<file path="config.mk">
export PLATFORM = sky130hd
export DESIGN_NAME = bus_buffers
export DESIGN_NICKNAME = d
export VERILOG_FILES = /design/src/rtl/bus_buffers.sv
export SDC_FILE = /design/constraint.sdc
export NUM_CORES = 1
export LEC_CHECK = 0
export BUFFER_PORTS_ARGS = -buffer_cell sky130_fd_sc_hd__buf_2
export CAP_MARGIN = 20
export CORE_MARGIN = 1
export CORE_UTILIZATION = 45
export CTS_BUF_LIST = sky130_fd_sc_hd__clkbuf_4
export CTS_CLUSTER_SIZE = 14
export DETAILED_ROUTE_END_ITERATION = 10
export PLACE_DENSITY = 0.76
export SYNTH_ARGS = -nofsm -noshare
export SYNTH_HDL_FRONTEND = slang
export SYNTH_SLANG_ARGS = --single-unit
</file>
<file path="constraint.sdc">
create_clock -name clock -period 3.2 [get_ports clock]
set_input_delay 0.96 -clock clock [delete_from_list [all_inputs] [get_ports clock]]
set_output_delay 0.96 -clock clock [all_outputs]
set_load 0.05 [all_outputs]
</file>
<file path="src/rtl/bus_buffers.sv">
// CPU address/data buffers plus the external memory transaction sequencer.
// Wait states raise stall; a watchdog aborts transactions that never complete.
module bus_buffers #(
    parameter int         WAIT_LIMIT = 15,
    parameter logic [7:0] HIGH_PAGE  = 8'hFF
) (
    input  logic        clock,
    input  logic        reset,
    input  logic [15:0] addr_in,
    input  logic [7:0]  data_in,
    input  logic        addr_buf_load,
    input  logic        addr_ff00_sel,
    input  logic        data_buf_load,
    input  logic        data_buf_write,
    input  logic        addr_buf_write_ext,
    input  logic        data_buf_load_ext,
    input  logic        data_buf_write_ext,
    output logic [7:0]  data_out,
    output logic        data_out_en,
    output logic [15:0] mem_addr,
    output logic        mem_rd,
    output logic        mem_wr,
    output logic [7:0]  mem_wdata,
    input  logic [7:0]  mem_rdata,
    input  logic        mem_ready,
    output logic        stall,
    output logic        bus_error
);

    typedef enum logic [1:0] {IDLE, WAIT_RD, WAIT_WR} state_t;

    localparam logic [7:0] LIMIT = 8'(WAIT_LIMIT);

    state_t      state, state_next;
    logic [15:0] abuf, abuf_next;
    logic [7:0]  dbuf, dbuf_next;
    logic [7:0]  wait_cnt, wait_cnt_next;
    logic        err_next;
    logic        read_cmd, write_cmd;

    assign read_cmd  = addr_buf_write_ext & data_buf_load_ext;
    assign write_cmd = addr_buf_write_ext & data_buf_write_ext;

    always_ff @(posedge clock or negedge reset) begin
        if (!reset) begin
            state     <= IDLE;
            abuf      <= '0;
            dbuf      <= '0;
            wait_cnt  <= '0;
            bus_error <= 1'b0;
        end else begin
            state     <= state_next;
            abuf      <= abuf_next;
            dbuf      <= dbuf_next;
            wait_cnt  <= wait_cnt_next;
            bus_error <= err_next;
        end
    end

    // A conflicting read+write command runs as a read and flags an error.
    always_comb begin
        state_next    = state;
        abuf_next     = abuf;
        dbuf_next     = dbuf;
        wait_cnt_next = wait_cnt;
        err_next      = 1'b0;
        mem_rd        = 1'b0;
        mem_wr        = 1'b0;
        stall         = 1'b0;
        case (state)
            IDLE: begin
                if (addr_buf_load)
                    abuf_next = addr_ff00_sel ? {HIGH_PAGE, addr_in[7:0]} : addr_in;
                if (data_buf_load)
                    dbuf_next = data_in;
                if (read_cmd) begin
                    mem_rd   = 1'b1;
                    err_next = write_cmd;
                    if (mem_ready) begin
                        dbuf_next = mem_rdata;
                    end else begin
                        stall         = 1'b1;
                        state_next    = WAIT_RD;
                        wait_cnt_next = 8'd1;
                    end
                end else if (write_cmd) begin
                    mem_wr = 1'b1;
                    if (!mem_ready) begin
                        stall         = 1'b1;
                        state_next    = WAIT_WR;
                        wait_cnt_next = 8'd1;
                    end
                end
            end
            WAIT_RD, WAIT_WR: begin
                mem_rd = (state == WAIT_RD);
                mem_wr = (state == WAIT_WR);
                if (mem_ready) begin
                    if (state == WAIT_RD)
                        dbuf_next = mem_rdata;
                    state_next    = IDLE;
                    wait_cnt_next = '0;
                end else if (wait_cnt == LIMIT) begin
                    if (state == WAIT_RD)
                        dbuf_next = 8'hFF;
                    err_next      = 1'b1;
                    state_next    = IDLE;
                    wait_cnt_next = '0;
                end else begin
                    stall         = 1'b1;
                    wait_cnt_next = wait_cnt + 8'd1;
                end
            end
            default: state_next = IDLE;
        endcase
    end

    assign mem_addr    = (mem_rd | mem_wr) ? abuf : 16'h0000;
    assign mem_wdata   = mem_wr ? dbuf : 8'h00;
    assign data_out    = dbuf;
    assign data_out_en = data_buf_write;

endmodule

</file>
# [Yosys cells after proc, flatten, opt, wreduce, memory -nomap -nowiden]
# Cells that the tools add are included.
[word_totals] regBits=35 inputBits=42 out_inout_bits=37 elab_cells=63
[op_classes] addsub=1 n_eq_ne=8 mux=39 bitwise=3 n_reduce_logical=7
[ops] op="$mux W8" n=13
[ops] op="$mux W16" n=2
[ops] op="$pmux W8 S2" n=2
[ops] op="$mux W2" n=6
[ops] op="$ne A3 B3 Y1 const B" n=4
[ops] op="$mux W1" n=11
[ops] op="$add A8 B1 Y8 const B" n=1
[ops] op="$eq A8 B4 Y1 const B" n=1
[ops] op="$pmux W1 S2" n=4
[ops] op="$pmux W2 S2" n=1
[ops] op="$reduce_and A2 Y1" n=2
[ops] op="$reduce_and A4 Y1" n=1
[ops] op="$reduce_and A3 Y1" n=1
[ops] op="$and A1 B1 Y1" n=2
[ops] op="$eq A2 B1 Y1 const B" n=1
[ops] op="$eq A2 B2 Y1 const B" n=1
[ops] op="$logic_not A2 Y1" n=1
[ops] op="$ne A2 B2 Y1 const B" n=1
[ops] op="$reduce_bool A2 Y1" n=1
[ops] op="$reduce_or A2 Y1" n=1
[ops] op="$or A1 B1 Y1" n=1

# [Logic depth before layout (Yosys ltp)]
[depth] ltp_word=6 mapped_depth=8 mapped_depth_nobuf=6

# [Least setup slack after synthesis]
# No wires, ideal clock.
[synth_path] path_type="input port to output port" from="in data_buf_load_ext" to="out mem_addr[10]" arrival_ps=3453 required_ps=2240 slack_ps=-1213 stages=5 n_path_buf=1 path_cell_list="nand4b_1 mux2i_1 nor2_1 clkbuf_1 nor2b_1"
[synth_between] elab_chain_cells=5 word_cells_on_any_way=7 cone_classes="mux: 5; bitwise: 2"
[synth_lines] element="start: declaration" line="16" source="input logic data_buf_load_ext,"
[synth_lines] element="$and A1 B1 Y1" line="41" source="assign read_cmd = addr_buf_write_ext & data_buf_load_ext;"
[synth_lines] element="$mux W1" line="76" source="if (read_cmd) begin"
[synth_lines] element="$pmux W1 S2" line="70" source="case (state)"
[synth_lines] element="net mem_wr" line="22" source="output logic mem_wr,"
[synth_lines] element="$or A1 B1 Y1" line="118" source="assign mem_addr = (mem_rd | mem_wr) ? abuf : 16'h0000;"
[synth_lines] element="$mux W16" line="118"
[synth_lines] element="end: declaration" line="20" source="output logic [15:0] mem_addr,"
# The timed path passes the listed nets, and every way through them passes these cells.

# [Worst setup path after layout]
[layout_path] from="reg state[0]" to="out mem_addr[12]"
[layout_between] elab_chain_cells=5 word_cells_on_any_way=8 cone_classes="eq/ne: 2; mux: 3; bitwise: 1; reduce/logical: 2"
[layout_lines] element="start: declaration" line="34" source="state_t state, state_next;"
[layout_lines] element="start signal: assignment" line="52" source="state <= state_next;"
[layout_lines] element="$eq A2 B1 Y1 / $eq A2 B2 Y1 (equally long branches)" line="70, 96, 97"
[layout_lines] element="$reduce_or A2 Y1" line="70"
[layout_lines] element="$pmux W1 S2" line="70"
[layout_lines] element="$or A1 B1 Y1 *" line="118"
[layout_lines] element="$mux W16 *" line="118"
# Every way passes the cells marked *; elsewhere a longest branch is shown, timed or not.

==> impl_metrics.env <==
export IMPL_synth_top_family_by_area="simple AND/OR/NAND/NOR gates"
export IMPL_synthCells=193
export IMPL_io_buffers=76
export IMPL_max_cap_violations=0
export IMPL_grt_use_total_pct=21.4
export IMPL_crit_chain="inv_1 -> ha_1 -> nand4b_1 -> mux2i_4 -> nor2_4 -> buf_12 -> nor2b_4 -> buf_2"
export IMPL_cts_buffer_depth=2
export IMPL_critPathTopFamily="buffers and inverters"
export IMPL_diodes=0
export IMPL_ys_warn_count=0
export IMPL_syn_area_per_cell_sq_um=9.77
export IMPL_die_height_microns=66.7
export IMPL_fmax_mhz=325
export IMPL_fin_nets=325
export IMPL_drtPass1Iterations=4
export IMPL_synthSimpleGateAreaFrac_pct=21.6
export IMPL_grt_pass1_wl_mm=6.86
export IMPL_viasPerCell=5.26
export IMPL_required_ns=2.24
export IMPL_worstPathMaxFanout=5
export IMPL_ys_seq_area_share_pct=46.4
export IMPL_cts_root_buf="clkbuf_4"
export IMPL_place_congestion=0.799
export IMPL_vias=1736
export IMPL_fin_ws_ns=0.119
export IMPL_cts_htree_levels=2
export IMPL_numCtsBuffers=5
export IMPL_utilization_pct=65.2
export IMPL_hold_violations=0
export IMPL_final_common_cell="buf_2"
export IMPL_syn_nets=239
export IMPL_synth_mux_area_share_pct=5.84
export IMPL_overflow=0
export IMPL_synth_cell_type_count=37
export IMPL_die_w_microns=66.7
export IMPL_p_leak_uw=0.00126
export IMPL_start_util_pct=47.1
export IMPL_synth_xor_area_share_pct=0
export IMPL_cp_slowest_cell="dfrtp_2"
export IMPL_cts_hold_buf=0
export IMPL_cts_tree="done"
export IMPL_crit_path_start_kind="flip-flop"
export IMPL_tightest_slew_ns=0.753
export IMPL_rsz0062_at_grt="false"
export IMPL_final_setup_skew_ns=0.0107
export IMPL_crit_type="flip-flop to primary output"
export IMPL_drtIter0Drc=41
export IMPL_clk_latency_ns=0.34
export IMPL_relSlewSlack_pct=49.8
export IMPL_holdWs_ns=0.492
export IMPL_clock_sinks=35
export IMPL_rows=23
export IMPL_period_share_pct=96.3
export IMPL_ant_nets=0
export IMPL_finalCriticalPeriod_ns=3.08
export IMPL_syn_to_final_growth_pct=38.4
export IMPL_synth_area_sq_um=1890
export IMPL_crit_arrival_ns=2.12
export IMPL_max_stage_delay_ns=0.46
export IMPL_grt_max_degree=36
export IMPL_setup_viol_count_final=0
export IMPL_grt_pass1_vias=1469
export IMPL_drive_above_1_share_pct=46.1
export IMPL_die_area_sq_um=4450
export IMPL_drt_wl_total_mm=4.53
export IMPL_antenna_found_initial=0
export IMPL_wl_per_cell_microns=13.7
export IMPL_layout_common_cells="buf_2, dfrtp_1, clkbuf_4"
export IMPL_maxSlewViolCount=0
export IMPL_synth_fa_ha_area_share_pct=2.65
export IMPL_hpwl_mm=3.32
export IMPL_ios=79
export IMPL_setup_tns_final_ns=0
export IMPL_drcViolationCount=0
export IMPL_cp_num_buf_inv=3
export IMPL_ir_drop_v=0.000751
export IMPL_status="completed"
export IMPL_critPathCaptureType="primary output"
export IMPL_total_power_uw=2950
export IMPL_holdCritPathClass="flip-flop to flip-flop"
export IMPL_cts_clk_slew_worst_paths_ns=0.10
export IMPL_p_per_area_nw_per_um2=1130
export IMPL_core_area_sq_um=4000
export IMPL_dp_slack_ns=-0.0562
export IMPL_synth_compound_area_share_pct=20.2
export IMPL_ys_ff_latch=35
[synth_stat cells]
master | instances | area, sq um
nor2_1 | 12 | 45.0
a221oi_1 | 1 | 8.76
a2111oi_4 | 1 | 27.5
ha_1 | 4 | 50.1
o22a_1 | 1 | 8.76
nand2_1 | 18 | 67.6
clkbuf_1 | 5 | 18.8
a32o_1 | 1 | 10.0
and3_1 | 2 | 12.5
a22o_1 | 4 | 35.0
nor4_1 | 2 | 12.5
a31oi_1 | 1 | 6.26
o22ai_1 | 9 | 56.3
o2bb2ai_1 | 2 | 17.5
buf_4 | 1 | 7.51
nor3_1 | 3 | 15.0
and2_1 | 10 | 62.6
o21ai_0 | 16 | 80.1
o31ai_1 | 1 | 7.51
a2bb2oi_1 | 8 | 70.1
dfrtp_1 | 35 | 876
o31a_4 | 1 | 17.5
nor3_2 | 1 | 10.0
o21ai_1 | 1 | 5.00
buf_2 | 1 | 5.00
inv_1 | 7 | 26.3
a21oi_1 | 3 | 15.0
nand2b_1 | 3 | 18.8
nand3_1 | 6 | 30.0
mux2i_1 | 2 | 20.0
a21o_1 | 1 | 7.51
nor2b_1 | 18 | 113
or3_4 | 1 | 11.3
buf_1 | 1 | 3.75
mux2_2 | 8 | 90.1
nand4b_1 | 1 | 8.76
o221ai_1 | 1 | 8.76
[flip-flops by register name, indices dropped and copies added, names as in the netlist]
name,flops
abuf,16
data_out,8
wait_cnt,8
state,2
bus_error,1
[what timing repair did]
item | in CTS | in global routing
cloned | 0 | 0
resized for setup | 0 | 14
endpoints found under the setup margin | 16 | 24
pin swaps | 1 | 0
buffers inserted | 3 | 0
[power breakdown]
group          leakage, uW  switching (uW)  internal, uW  total, uW
logic             0.000808            1280           703       1980
clock network    0.0000361             140           103        242
registers         0.000418             113           612        725
total              0.00126            1530          1420       2950
[through the flow]
step / area [sq um] / std cells
floorplan: 2030 / 193
global placement: 2470 / 319
detailed placement: 2470 / 319
CTS: 2580 / 330
global route: 2610 / 330
finish: 2610 / 330
[worst min-delay path: stages (launching register included)]
cell and delay, ns:
dfrtp_1 0.35, nand2_1 0.05, o21ai_0 0.06
[layout make-up]
class / instances / area, sq um
Fill cell: 360 / 1390
Tap cell: 50 / 62.6
Sequential cell: 35 / 877
Clock inverter: 1 / 5.00
Inverter: 7 / 26.3
Timing Repair Buffer: 87 / 518
Multi-Input combinational cell: 143 / 1070
Clock buffer: 7 / 52.6
[kinds of logic after synthesis]
group,count (synthesis)
compound gates,52
fa+ha+maj,4
buf+inv,15
flops,35
mux,10
simple gates,77
[worst paths after layout]
kind	start	endpoint	slack, ns	depth (start not counted)
max	state[0]$_DFFE_PN0P_	mem_addr[12]	0.12	8
min	abuf[15]$_DFFE_PN0P_	abuf[15]$_DFFE_PN0P_	0.49	2
max reg2reg	state[0]$_DFFE_PN0P_	data_out[5]$_DFFE_PN0P_	0.99	7
min reg2reg	abuf[15]$_DFFE_PN0P_	abuf[15]$_DFFE_PN0P_	0.49	2
max in group asynchronous	reset	state[0]$_DFFE_PN0P_	1.99	1
min in group asynchronous	reset	wait_cnt[6]$_DFFE_PN0P_	0.68	1
[routing by layer]
layer  global-route usage, %  up-vias  wire (microns)
met5                       0        -               0
met4                    9.04        0              65
met3                    5.48        6             264
met2                    33.1       59            2100
met1                    28.3      807            2090
li1                        -      864               -
Power figures use the tool's default switching activity.
